--- config.mk ---
export PLATFORM = sky130hd
export DESIGN_NAME = ber_meas_ctrl_flat
export DESIGN_NICKNAME = d
export VERILOG_FILES = /design/src/rtl/ber_meas_ctrl_pkg.sv /design/src/rtl/ber_meas_ctrl_if.sv /design/src/rtl/ber_meas_ctrl_snapshot_reg.sv /design/src/rtl/ber_meas_ctrl.sv /design/src/flat_wrapper.sv
export SDC_FILE = /design/constraint.sdc
export NUM_CORES = 1
export LEC_CHECK = 0
export CORE_AREA = 2 2 207 209
export CTS_BUF_LIST = sky130_fd_sc_hd__clkbuf_2
export CTS_CLUSTER_DIAMETER = 60
export DETAILED_ROUTE_END_ITERATION = 10
export DIE_AREA = 0 0 209 211
export PLACE_DENSITY = 0.69
export SLEW_MARGIN = 20
export SYNTH_ARGS = -nofsm -noshare
export SYNTH_HDL_FRONTEND = slang
export SYNTH_SLANG_ARGS = --single-unit
export TNS_END_PERCENT = 100
--- constraint.sdc ---
create_clock -name clock -period 2.6 [get_ports clock]
set_input_delay 0.52 -clock clock [delete_from_list [all_inputs] [get_ports clock]]
set_output_delay 0.52 -clock clock [all_outputs]
set_load 0.02 [all_outputs]
--- src/rtl/ber_meas_ctrl_pkg.sv ---
// Shared types and constants for the BER measurement sequencer.
// The state encoding is visible to the VIO on o_state, so its values are fixed.
package ber_ctrl_pkg;

    localparam int CNT_W = 64;

    typedef logic [CNT_W-1:0] cnt_t;

    typedef enum logic [2:0] {
        ST_IDLE    = 3'd0,
        ST_CLEAR   = 3'd1,
        ST_SEARCH  = 3'd2,
        ST_MEASURE = 3'd3,
        ST_DONE    = 3'd4,
        ST_FAIL    = 3'd5
    } state_e;

    // The counters run only while phase search or measurement is active.
    function automatic logic is_counting(input state_e s);
        return (s == ST_SEARCH) || (s == ST_MEASURE);
    endfunction

endpackage

--- src/rtl/ber_meas_ctrl_if.sv ---
// Control, status and count bundle between the VIO/BER counters and the sequencer.
// The slave modport is the sequencer's view; the master modport is the environment's view.
interface ber_meas_ctrl_if;
    import ber_ctrl_pkg::*;

    logic       i_enable;
    logic       i_start;
    logic       i_stop;
    logic       i_phase_ok_i;
    logic       i_phase_ok_q;
    cnt_t       i_bits_i;
    cnt_t       i_errs_i;
    cnt_t       i_bits_q;
    cnt_t       i_errs_q;

    logic       o_ber_reset;
    logic       o_ber_enable;
    logic [2:0] o_state;
    logic       o_done;
    logic       o_timeout;
    cnt_t       o_snap_bits_i;
    cnt_t       o_snap_errs_i;
    cnt_t       o_snap_bits_q;
    cnt_t       o_snap_errs_q;

    modport slave (
        input  i_enable, i_start, i_stop, i_phase_ok_i, i_phase_ok_q,
        input  i_bits_i, i_errs_i, i_bits_q, i_errs_q,
        output o_ber_reset, o_ber_enable, o_state, o_done, o_timeout,
        output o_snap_bits_i, o_snap_errs_i, o_snap_bits_q, o_snap_errs_q
    );

    modport master (
        output i_enable, i_start, i_stop, i_phase_ok_i, i_phase_ok_q,
        output i_bits_i, i_errs_i, i_bits_q, i_errs_q,
        input  o_ber_reset, o_ber_enable, o_state, o_done, o_timeout,
        input  o_snap_bits_i, o_snap_errs_i, o_snap_bits_q, o_snap_errs_q
    );

endinterface

--- src/rtl/ber_meas_ctrl_snapshot_reg.sv ---
// Four count snapshot registers loaded together on one strobe.
// Word order: [0] bits_i, [1] errs_i, [2] bits_q, [3] errs_q.
module ber_snapshot_reg
    import ber_ctrl_pkg::*;
(
    input  logic                  clk,
    input  logic                  rst_n,
    input  logic                  load,
    input  logic [3:0][CNT_W-1:0] d,
    output logic [3:0][CNT_W-1:0] q
);

    for (genvar gi = 0; gi < 4; gi++) begin : g_word
        cnt_t word_d;
        cnt_t word_q;

        always_comb begin
            word_d = word_q;
            if (load) begin
                word_d = d[gi];
            end
        end

        always_ff @(posedge clk or negedge rst_n) begin
            if (!rst_n) begin
                word_q <= '0;
            end else begin
                word_q <= word_d;
            end
        end

        assign q[gi] = word_q;
    end

endmodule

--- src/rtl/ber_meas_ctrl.sv ---
// Run sequencer for the I/Q BER counters: clear, phase search with timeout,
// measure to a bit budget (or graceful stop), then freeze a count snapshot.
module ber_meas_ctrl
    import ber_ctrl_pkg::*;
#(
    parameter int               CLR_CYCLES = 4,
    parameter int               TMO_W      = 32,
    parameter logic [TMO_W-1:0] SEARCH_TMO = 32'd16777216,
    parameter logic [CNT_W-1:0] MEAS_BITS  = 64'd1000000
) (
    input  logic           clock,
    input  logic           i_reset,
    ber_meas_ctrl_if.slave bus
);

    localparam int               CLR_W    = (CLR_CYCLES > 1) ? $clog2(CLR_CYCLES) : 1;
    localparam logic [CLR_W-1:0] CLR_LAST = CLR_W'(CLR_CYCLES - 1);
    localparam logic [TMO_W-1:0] TMO_LAST = SEARCH_TMO - TMO_W'(1);
    localparam logic [TMO_W-1:0] TMO_MAX  = '1;

    state_e             state_q, state_d;
    logic [CLR_W-1:0]   clr_q, clr_d;
    logic [TMO_W-1:0]   tmo_q, tmo_d;
    logic               ber_reset_q, ber_reset_d;
    logic               ber_enable_q, ber_enable_d;
    logic               done_q, done_d;
    logic               timeout_q, timeout_d;
    logic               snap_load;
    logic [3:0][CNT_W-1:0] snap_in;
    logic [3:0][CNT_W-1:0] snap_out;

    always_comb begin
        state_d   = state_q;
        clr_d     = clr_q;
        tmo_d     = tmo_q;
        snap_load = 1'b0;

        if (!bus.i_enable) begin
            state_d = ST_IDLE;
            clr_d   = '0;
            tmo_d   = '0;
        end else begin
            case (state_q)
                ST_IDLE, ST_DONE, ST_FAIL: begin
                    // A simultaneous stop suppresses the start.
                    if (bus.i_start && !bus.i_stop) begin
                        state_d = ST_CLEAR;
                        clr_d   = '0;
                    end
                end
                ST_CLEAR: begin
                    if (bus.i_stop) begin
                        state_d = ST_IDLE;
                        clr_d   = '0;
                        tmo_d   = '0;
                    end else if (clr_q == CLR_LAST) begin
                        state_d = ST_SEARCH;
                        clr_d   = '0;
                        tmo_d   = '0;
                    end else begin
                        clr_d = clr_q + CLR_W'(1);
                    end
                end
                ST_SEARCH: begin
                    if (bus.i_stop) begin
                        state_d = ST_IDLE;
                        clr_d   = '0;
                        tmo_d   = '0;
                    end else begin
                        tmo_d = (tmo_q == TMO_MAX) ? tmo_q : tmo_q + TMO_W'(1);
                        // Phase lock is checked first so it beats a same-cycle timeout.
                        if (bus.i_phase_ok_i && bus.i_phase_ok_q) begin
                            state_d = ST_MEASURE;
                        end else if (tmo_q == TMO_LAST) begin
                            state_d = ST_FAIL;
                        end
                    end
                end
                ST_MEASURE: begin
                    if (bus.i_stop || (bus.i_bits_i >= MEAS_BITS)) begin
                        state_d   = ST_DONE;
                        snap_load = 1'b1;
                    end
                end
                default: begin
                    state_d = ST_IDLE;
                    clr_d   = '0;
                    tmo_d   = '0;
                end
            endcase
        end

        // Status outputs are registered from the next state so they switch on
        // the same edge as o_state and never glitch.
        ber_reset_d  = (state_d == ST_CLEAR);
        ber_enable_d = is_counting(state_d);
        done_d       = (state_d == ST_DONE);
        timeout_d    = (state_d == ST_FAIL);
    end

    always_ff @(posedge clock or negedge i_reset) begin
        if (!i_reset) begin
            state_q      <= ST_IDLE;
            clr_q        <= '0;
            tmo_q        <= '0;
            ber_reset_q  <= 1'b0;
            ber_enable_q <= 1'b0;
            done_q       <= 1'b0;
            timeout_q    <= 1'b0;
        end else begin
            state_q      <= state_d;
            clr_q        <= clr_d;
            tmo_q        <= tmo_d;
            ber_reset_q  <= ber_reset_d;
            ber_enable_q <= ber_enable_d;
            done_q       <= done_d;
            timeout_q    <= timeout_d;
        end
    end

    assign snap_in = {bus.i_errs_q, bus.i_bits_q, bus.i_errs_i, bus.i_bits_i};

    ber_snapshot_reg u_snap (
        .clk   (clock),
        .rst_n (i_reset),
        .load  (snap_load),
        .d     (snap_in),
        .q     (snap_out)
    );

    assign bus.o_ber_reset   = ber_reset_q;
    assign bus.o_ber_enable  = ber_enable_q;
    assign bus.o_state       = state_q;
    assign bus.o_done        = done_q;
    assign bus.o_timeout     = timeout_q;
    assign bus.o_snap_bits_i = snap_out[0];
    assign bus.o_snap_errs_i = snap_out[1];
    assign bus.o_snap_bits_q = snap_out[2];
    assign bus.o_snap_errs_q = snap_out[3];

endmodule

--- src/flat_wrapper.sv ---
// flat-port wrapper written by rule: the top's interface ports become plain ports
module ber_meas_ctrl_flat import ber_ctrl_pkg::*;
#(
    parameter int               CLR_CYCLES = 4,
    parameter int               TMO_W      = 32,
    parameter logic [TMO_W-1:0] SEARCH_TMO = 32'd16777216,
    parameter logic [CNT_W-1:0] MEAS_BITS  = 64'd1000000
)
  (clock, i_reset, bus_i_enable, bus_i_start, bus_i_stop, bus_i_phase_ok_i, bus_i_phase_ok_q, bus_i_bits_i, bus_i_errs_i, bus_i_bits_q, bus_i_errs_q, bus_o_ber_reset, bus_o_ber_enable, bus_o_state, bus_o_done, bus_o_timeout, bus_o_snap_bits_i, bus_o_snap_errs_i, bus_o_snap_bits_q, bus_o_snap_errs_q);
  ber_meas_ctrl_if bus_i ();
  input  logic clock;
  input  logic i_reset;
  input wire logic [$bits(bus_i.i_enable)-1:0] bus_i_enable;
  input wire logic [$bits(bus_i.i_start)-1:0] bus_i_start;
  input wire logic [$bits(bus_i.i_stop)-1:0] bus_i_stop;
  input wire logic [$bits(bus_i.i_phase_ok_i)-1:0] bus_i_phase_ok_i;
  input wire logic [$bits(bus_i.i_phase_ok_q)-1:0] bus_i_phase_ok_q;
  input wire logic [$bits(bus_i.i_bits_i)-1:0] bus_i_bits_i;
  input wire logic [$bits(bus_i.i_errs_i)-1:0] bus_i_errs_i;
  input wire logic [$bits(bus_i.i_bits_q)-1:0] bus_i_bits_q;
  input wire logic [$bits(bus_i.i_errs_q)-1:0] bus_i_errs_q;
  output wire logic [$bits(bus_i.o_ber_reset)-1:0] bus_o_ber_reset;
  output wire logic [$bits(bus_i.o_ber_enable)-1:0] bus_o_ber_enable;
  output wire logic [$bits(bus_i.o_state)-1:0] bus_o_state;
  output wire logic [$bits(bus_i.o_done)-1:0] bus_o_done;
  output wire logic [$bits(bus_i.o_timeout)-1:0] bus_o_timeout;
  output wire logic [$bits(bus_i.o_snap_bits_i)-1:0] bus_o_snap_bits_i;
  output wire logic [$bits(bus_i.o_snap_errs_i)-1:0] bus_o_snap_errs_i;
  output wire logic [$bits(bus_i.o_snap_bits_q)-1:0] bus_o_snap_bits_q;
  output wire logic [$bits(bus_i.o_snap_errs_q)-1:0] bus_o_snap_errs_q;
  assign bus_i.i_enable = bus_i_enable;
  assign bus_i.i_start = bus_i_start;
  assign bus_i.i_stop = bus_i_stop;
  assign bus_i.i_phase_ok_i = bus_i_phase_ok_i;
  assign bus_i.i_phase_ok_q = bus_i_phase_ok_q;
  assign bus_i.i_bits_i = bus_i_bits_i;
  assign bus_i.i_errs_i = bus_i_errs_i;
  assign bus_i.i_bits_q = bus_i_bits_q;
  assign bus_i.i_errs_q = bus_i_errs_q;
  assign bus_o_ber_reset = bus_i.o_ber_reset;
  assign bus_o_ber_enable = bus_i.o_ber_enable;
  assign bus_o_state = bus_i.o_state;
  assign bus_o_done = bus_i.o_done;
  assign bus_o_timeout = bus_i.o_timeout;
  assign bus_o_snap_bits_i = bus_i.o_snap_bits_i;
  assign bus_o_snap_errs_i = bus_i.o_snap_errs_i;
  assign bus_o_snap_bits_q = bus_i.o_snap_bits_q;
  assign bus_o_snap_errs_q = bus_i.o_snap_errs_q;
  ber_meas_ctrl #(.CLR_CYCLES(CLR_CYCLES), .TMO_W(TMO_W), .SEARCH_TMO(SEARCH_TMO), .MEAS_BITS(MEAS_BITS)) u_core (.clock(clock), .i_reset(i_reset), .bus(bus_i));
endmodule
==> results of run 1 <==
-- registers in the layout (all words and copies together) (netlist names) --
| signal | count |
|---|---|
| u_core.u_snap.g_word.word_q | 256 |
| u_core.bus.o_ber_reset | 1 |
| u_core.bus.o_ber_enable | 1 |
| u_core.bus.o_done | 1 |
| u_core.tmo_q | 32 |
| u_core.bus.o_timeout | 1 |
| u_core.bus.o_state | 3 |
| u_core.clr_q | 2 |
-- cell usage in the layout (no fill, tap or decap), types with 2 or more instances in the layout --
cell type,netlist,layout
xnor2_1,24,24
nand3_1,12,12
mux2_2,196,196
and3_1,3,2
and2_1,4,4
nand4_1,13,13
nor3_1,17,17
nor3b_1,2,2
o31ai_1,5,5
inv_2,0,2
nor4_1,20,19
a211oi_1,2,2
buf_4,1,60
diode_2,0,2
or3_1,3,3
clkbuf_2,1,123
o21ai_0,13,13
mux2_1,60,60
inv_1,7,7
nand2_1,22,22
dlygate4sd2_1,0,78
dfrtp_1,297,296
clkdlybuf4s50_1,0,446
buf_12,0,8
nor4b_1,5,5
dlygate4sd3_1,0,3
clkinv_1,0,9
or3_4,1,2
a21oi_1,2,2
bufinv_16,0,2
nor2_1,40,40
-- synthesized netlist by cell type (2+ instances only) --
| cell type | count | share of area |
|---|---|---|
| nand3_1 | 12 | 0.0050 |
| mux2_2 | 196 | 0.18 |
| mux2_1 | 60 | 0.056 |
| o31ai_1 | 5 | 0.0031 |
| ha_1 | 2 | 0.0021 |
| nor3b_1 | 2 | 0.0013 |
| nand2_1 | 22 | 0.0069 |
| nor3_1 | 17 | 0.0071 |
| dfrtp_1 | 297 | 0.62 |
| nor2_1 | 40 | 0.013 |
| inv_1 | 7 | 0.0022 |
| and3_1 | 3 | 0.0016 |
| nor4b_1 | 5 | 0.0036 |
| and2_1 | 4 | 0.0021 |
| buf_6 | 27 | 0.025 |
| o21ai_0 | 13 | 0.0054 |
| or3_1 | 3 | 0.0016 |
| buf_2 | 2 | 0.00083 |
| a21oi_1 | 2 | 0.00083 |
| nor4_1 | 20 | 0.010 |
| xnor2_1 | 24 | 0.018 |
| clkbuf_1 | 6 | 0.0019 |
| a211oi_1 | 2 | 0.0013 |
| nand4_1 | 13 | 0.0068 |
-- cells by family after synthesis --
logic type,count (synthesis),share of synthesized area
AO/OA/AOI/OAI,31,0.0175
multiplexers,257,0.241
buffers and inverters,45,0.0324
adder cells (fa/ha/maj),2,0.00209
XOR/XNOR,24,0.0175
AND/OR/NAND/NOR,155,0.0700
flip-flops,297,0.619
-- layout make-up --
| class | instances | area share |
|---|---|---|
| multi-input cells | 469 | 0.222 |
| inverters | 7 | 0.00139 |
| diodes | 2 | 0.000265 |
| well taps | 539 | 0.0357 |
| clock buffers | 123 | 0.0326 |
| clock inverters | 15 | 0.00603 |
| flip-flops and latches | 297 | 0.394 |
| repair buffers | 596 | 0.308 |
-- metal layers --
| metal | global-route usage | share of wire | vias up |
|---|---|---|---|
| li1 | - | - | 4235 |
| met1 | 0.197 | 0.39 | 4536 |
| met2 | 0.294 | 0.50 | 399 |
| met3 | 0.0595 | 0.080 | 74 |
| met4 | 0.0719 | 0.026 | 2 |
| met5 | 0 | 0.00033 | - |
-- worst max path at each step --
stage	from	slack (ps)	cells after the start	endpoint
after floorplan	bus_i_bits_i[40]	120	8	u_core.u_snap.g_word[1].word_q[10]
after global placement	bus_i_bits_i[39]	-660	8	u_core.u_snap.g_word[0].word_q[21]
after detailed placement	bus_i_bits_i[39]	-640	8	u_core.u_snap.g_word[0].word_q[22]
after CTS	u_core.u_snap.g_word[0].word_q[26]	0.5	1	bus_o_snap_bits_i[26]
after global routing	u_core.u_snap.g_word[3].word_q[39]	2	1	bus_o_snap_errs_q[39]
final	u_core.u_snap.g_word[1].word_q[0]	170	1	bus_o_snap_errs_i[0]
-- power by group --
part           internal (W)  switching, W  total (W)
sequential          0.00462    0.00000269    0.00462
combinational      0.000409      0.000222   0.000631
clock               0.00143       0.00197    0.00340
-- stage by stage --
step | area [um^2] | TNS (ps) | worst slack [ps] | total power, W
final | 18900 | 0 | 173 | 0.00865
after global routing | 18900 | 0 | 2.20 | 0.00911
after CTS | 18800 | 0 | 0.534 | 0.00885
after detailed placement | 18200 | -152870 | -639 | 0.00535
after global placement | 18200 | -159670 | -656 | 0.00534
after floorplan | 12000 | 0 | 117 | 0.00475
-- what timing repair did --
action,4_1_cts,5_1_grt
setup buffers,0,2
gates resized for setup,79,3
setup endpoints to repair,78,6
endpoints found under the hold margin,297,0
hold buffers,3,0
==> flow_summary.json, run 1 <==
{
  "status": "finished, final reports clean",
  "critPathSlowestCell": "clkdlybuf4s50_1",
  "cp-end-kind": "output port",
  "leakage_nw": 9.14,
  "drc_errors": 0,
  "vias_per_cell": 4.51,
  "synth_area_mm2": 0.0120,
  "grt_max_degree": 62,
  "antenna_found_initial": 4,
  "ir_worst_vdd_mv": 0.281,
  "seqCellArea_mm2": 0.00743,
  "cp_num_buf_inv": 1,
  "firstDrtPassIters": 4,
  "max_stage_delay_ps": 630,
  "grt_usage": 0.172,
  "worstPathRequired_ps": 2080,
  "fmax_mhz": 412,
  "grt_pass1_vias": 9973,
  "clock_latency_ps": 910,
  "crit_path_cell_trace": "clkdlybuf4s50_1",
  "power_density_mw_per_mm2": 459,
  "die_h_um": 211,
  "r2r_slack_ps": 210,
  "io_pins": 526,
  "clk_pin_slew_ps": 100,
  "wl_per_cell_um": 19.0,
  "dieArea_mm2": 0.0441,
  "hold_violations": 0,
  "grt_first_pass_wirelength_um": 58300,
  "cpLargestDelayFamily": "buffers and inverters",
  "fillers": 3858,
  "core_area_mm2": 0.0418,
  "setup_viol": 0,
  "final_nets": 1718,
  "ys_ff_latch": 297,
  "final_util": 0.452,
  "dp.cells": 1903,
  "fin_skew_ps": 60.9,
  "yosysWarnings": 0,
  "synth_ff_type": "dfrtp_1",
  "grt_overflow": 0,
  "cts_tree": "built",
  "io_buffers": 525,
  "worstPathArrival_ps": 1910,
  "clk_path_buf_depth": 3,
  "initial_core_util": 0.287,
  "gp_congestion": 0.826,
  "finalNonFillerCells": 2048,
  "syn_inst": 811,
  "dpl.hpwl_um": 29500,
  "reg2reg_depth": 7,
  "worstHoldPathType": "input port to flip-flop",
  "drtIter0Drc": 355,
  "slew-limit-headroom": 0.645,
  "avgSynthCellArea_um2": 14.8,
  "hold_ws_ps": 214,
  "vias": 9246,
  "dieWidth_um": 209,
  "drt_wl_total_um": 39000,
  "synth_edf_count": 0,
  "reg2reg_from": "u_core.tmo_q[8]",
  "period_minus_slack_ps": 2430,
  "multiInputGateArea_mm2": 0.00420,
  "crit_path_max_fanout": 2,
  "worstHoldPathCells": 2,
  "reg2reg_to": "u_core.bus.o_ber_enable",
  "cts_max_level": 3,
  "drive_gt1_frac": 0.271,
  "whs_endpoint": "u_core.u_snap.g_word[3].word_q[46]",
  "period_share": 0.933,
  "synth_nets": 1076,
  "area_growth_pct": 57.2,
  "min_from": "bus_i_errs_q[46]",
  "postRouteAntennaNets": 0,
  "cts_buffers": 82,
  "rsz0062_at_grt": "no",
  "critPathKind": "flip-flop to output port",
  "yosysSeqAreaShare": 0.619,
  "drv_cap": 0,
  "drv_slew": 0,
  "synthArstFlopShare": 1.00,
  "synth_cell_type_count": 51,
  "startpoint_type": "flip-flop",
  "row_count": 75,
  "worstMarginPinSlew_ps": 532,
  "cts_num_sinks": 297,
  "root_buffer": "clkbuf_2"
}
(Power assumes the default switching activity.)
==> inputs of run 2 (changes only) <==
--- a/config.mk
+++ b/config.mk
@@ -5,12 +5,13 @@
 export SDC_FILE = /design/constraint.sdc
 export NUM_CORES = 1
 export LEC_CHECK = 0
-export CORE_AREA = 2 2 207 209
+export ABC_AREA = 1
+export CORE_AREA = 2 2 206 208
 export CTS_BUF_LIST = sky130_fd_sc_hd__clkbuf_2
 export CTS_CLUSTER_DIAMETER = 60
 export DETAILED_ROUTE_END_ITERATION = 10
-export DIE_AREA = 0 0 209 211
-export PLACE_DENSITY = 0.69
+export DIE_AREA = 0 0 208 210
+export PLACE_DENSITY = 0.72
 export SLEW_MARGIN = 20
 export SYNTH_ARGS = -nofsm -noshare
 export SYNTH_HDL_FRONTEND = slang
==> run 2 against run 1 <==
Against the previous run:
- clock power increased by 8.5%
- global-route usage increased by 4.7 points
- critical path type unchanged
- design area increased by 13%
- critical endpoint is now bus_o_snap_errs_i[23]
- core utilization increased by 6.0 points
- maximum frequency decreased by 1.3%
- non-clock buffer count increased by 131
==> flow_summary.json, run 2 <==
{
  "finalNonFillerCells": 2892,
  "max_stage_delay_ps": 620,
  "grt_first_pass_wirelength_um": 76300,
  "grt_usage": 0.219,
  "crit_path_cell_trace": "clkdlybuf4s50_1",
  "avgSynthCellArea_um2": 8.29,
  "core_area_mm2": 0.0415,
  "clock_latency_ps": 940,
  "initial_core_util": 0.313,
  "gp_congestion": 0.919,
  "synth_edf_count": 0,
  "yosysSeqAreaShare": 0.573,
  "crit_path_max_fanout": 2,
  "worstPathRequired_ps": 2080,
  "drc_errors": 0,
  "cp-end-kind": "output port",
  "setup_viol": 0,
  "hold_violations": 0,
  "grt_overflow": 0,
  "drtIter0Drc": 1170,
  "area_growth_pct": 63.8,
  "worstMarginPinSlew_ps": 651,
  "cts_setup_buffers": 0,
  "period_minus_slack_ps": 2460,
  "grt_max_degree": 84,
  "placed_area_mm2": 0.0193,
  "die_h_um": 210,
  "syn_inst": 1564,
  "ir_worst_vdd_mv": 0.243,
  "dp.cells": 2610,
  "yosysMostFrequentCell": "nand2_1",
  "io_buffers": 525,
  "dieArea_mm2": 0.0437,
  "worstHoldPathType": "input port to asynchronous set/reset pin",
  "antenna_found_initial": 2,
  "startpoint_type": "flip-flop",
  "clk_path_buf_depth": 3,
  "vias_per_cell": 4.74,
  "synth_ff_type": "dfrtp_1",
  "critPathKind": "flip-flop to output port",
  "cts_tree": "built",
  "vias": 13704,
  "yosysTopAreaCell": "dfrtp_1",
  "largest_register_ffs": 256,
  "final_nets": 2554,
  "root_buffer": "clkbuf_2",
  "leakage_nw": 11.4,
  "slew-limit-headroom": 0.566,
  "io_pins": 526,
  "cts_buffers": 85,
  "fillers": 3813,
  "rsz0062_at_grt": "no",
  "power_density_mw_per_mm2": 433,
  "synth.area.top_cells": "dfrtp_1 (57%), nand2_1 (18%), nand3_1 (9.8%)",
  "final_common_cell": "nand2_1",
  "drv_slew": 0,
  "cp_num_buf_inv": 1,
  "final_cell_area_mm2": 0.0212,
  "cts_max_level": 3,
  "synthArstFlopShare": 1.00,
  "synth_nets": 1829,
  "synth_area_mm2": 0.0130,
  "synth_cell_type_count": 36,
  "wl_per_cell_um": 16.8,
  "fmax_mhz": 407,
  "fin_skew_ps": 66.4,
  "period_share": 0.946,
  "wl_met1_um": 19400,
  "cts_num_sinks": 297,
  "worstPathArrival_ps": 1940,
  "drv_cap": 0,
  "grt_pass1_vias": 13888,
  "met2_length_um": 23600,
  "mostFrequentLayoutCells": "nand2_1 (609), clkdlybuf4s50_1 (338), dfrtp_1 (297), nand3_1 (255), dlygate4sd2_1 (182)",
  "cpLargestDelayFamily": "buffers and inverters",
  "postRouteAntennaNets": 0,
  "synthTopCellsByCount": "nand2_1 (611), dfrtp_1 (297), nand3_1 (255), inv_1 (88), nor2_1 (83)",
  "drt_wl_total_um": 48600,
  "clk_pin_slew_ps": 110,
  "drive_gt1_frac": 0.0944,
  "status": "finished, final reports clean",
  "critPathSlowestCell": "clkdlybuf4s50_1",
  "wl_met3_um": 3460,
  "dieWidth_um": 208,
  "firstDrtPassIters": 7,
  "yosysTopAreaCellShare": 0.573,
  "top_layer": "met5",
  "yosysWarnings": 0,
  "row_count": 75,
  "regMostFlops": "u_core.u_snap.g_word.word_q",
  "dpl.hpwl_um": 35200,
  "ys_ff_latch": 297
}
run 2: final cells by class:
| type | instances | area, um^2 | share of cell area |
|---|---|---|---|
| antenna | 1 | 2.50 | 0.000118 |
| clock buffer | 116 | 581 | 0.0273 |
| clock inverter | 34 | 249 | 0.0117 |
| inverter | 93 | 357 | 0.0168 |
| multi-input combinational | 1085 | 4770 | 0.224 |
| sequential | 297 | 7430 | 0.350 |
| tap | 539 | 674 | 0.0318 |
| timing repair buffer | 727 | 7170 | 0.338 |
run 2: through the flow:
stage | hold WS, ps | power, W | setup WS [ps] | utilization | setup TNS, ps
6_report | 139 | 0.00919 | 140 | 0.512 | 0
5_1_grt | 53.0 | 0.00966 | 7.40 | 0.512 | 0
4_1_cts | 0.186 | 0.00933 | 0.382 | 0.512 | 0
3_5_place_dp | 457 | 0.00542 | -322 | 0.466 | -69060
3_3_place_gp | 452 | 0.00542 | -330 | 0.466 | -72690
2_1_floorplan | 224 | 0.00482 | 827 | - | 0
run 2: kinds of logic after synthesis:
group / count (synthesis) / share of synthesized area
AND/OR/NAND/NOR: 995 / 0.325
buffers and inverters: 182 / 0.0603
adder cells (fa/ha/maj): 2 / 0.00193
XOR/XNOR: 12 / 0.00811
AO/OA/AOI/OAI: 76 / 0.0319
flip-flops: 297 / 0.573
run 2: timing repair:
action	CTS	global route
setup endpoints to repair	182	4
hold endpoints to repair	392	0
hold buffers	131	0
cloned	0	0
resized for setup	182	4
run 2: power by group:
| part | internal (W) | leakage, nW | switching, W |
|---|---|---|---|
| logic | 0.000549 | 6.69 | 0.000324 |
| clock network | 0.00162 | 0.602 | 0.00207 |
| registers | 0.00462 | 4.15 | 0.00000671 |
| total | 0.00678 | 11.4 | 0.00240 |
run 2: final timing paths:
kind,startpoint,to,slack (ps),depth (start not counted)
worst max-delay path,u_core.u_snap.g_word[1].word_q[23],bus_o_snap_errs_i[23],140,1
worst min-delay path,i_reset,u_core.u_snap.g_word[2].word_q[42],140,2
worst max register to register,u_core.tmo_q[0],u_core.tmo_q[9],430,11
worst min register to register,u_core.u_snap.g_word[0].word_q[3],u_core.u_snap.g_word[0].word_q[3],470,2
max in group asynchronous,i_reset,u_core.u_snap.g_word[3].word_q[40],1520,3
min in group clock,bus_i_bits_q[28],u_core.u_snap.g_word[2].word_q[28],150,3
run 2: layer usage:
metal | vias to the layer above | track usage
met3 | 127 | 0.0571
met2 | 595 | 0.362
li1 | 6477 | -
met5 | - | 0
met1 | 6503 | 0.265
met4 | 2 | 0.113
==> inputs of run 3 (changes only) <==
--- a/config.mk
+++ b/config.mk
@@ -6,6 +6,7 @@
 export NUM_CORES = 1
 export LEC_CHECK = 0
 export ABC_AREA = 1
+export ABC_CLOCK_PERIOD_IN_PS = 2600
 export CORE_AREA = 2 2 206 208
 export CTS_BUF_LIST = sky130_fd_sc_hd__clkbuf_2
 export CTS_CLUSTER_DIAMETER = 60
==> results of run 3 <==
Same layout as run 2: the final DEF is identical, and so are final timing and power.
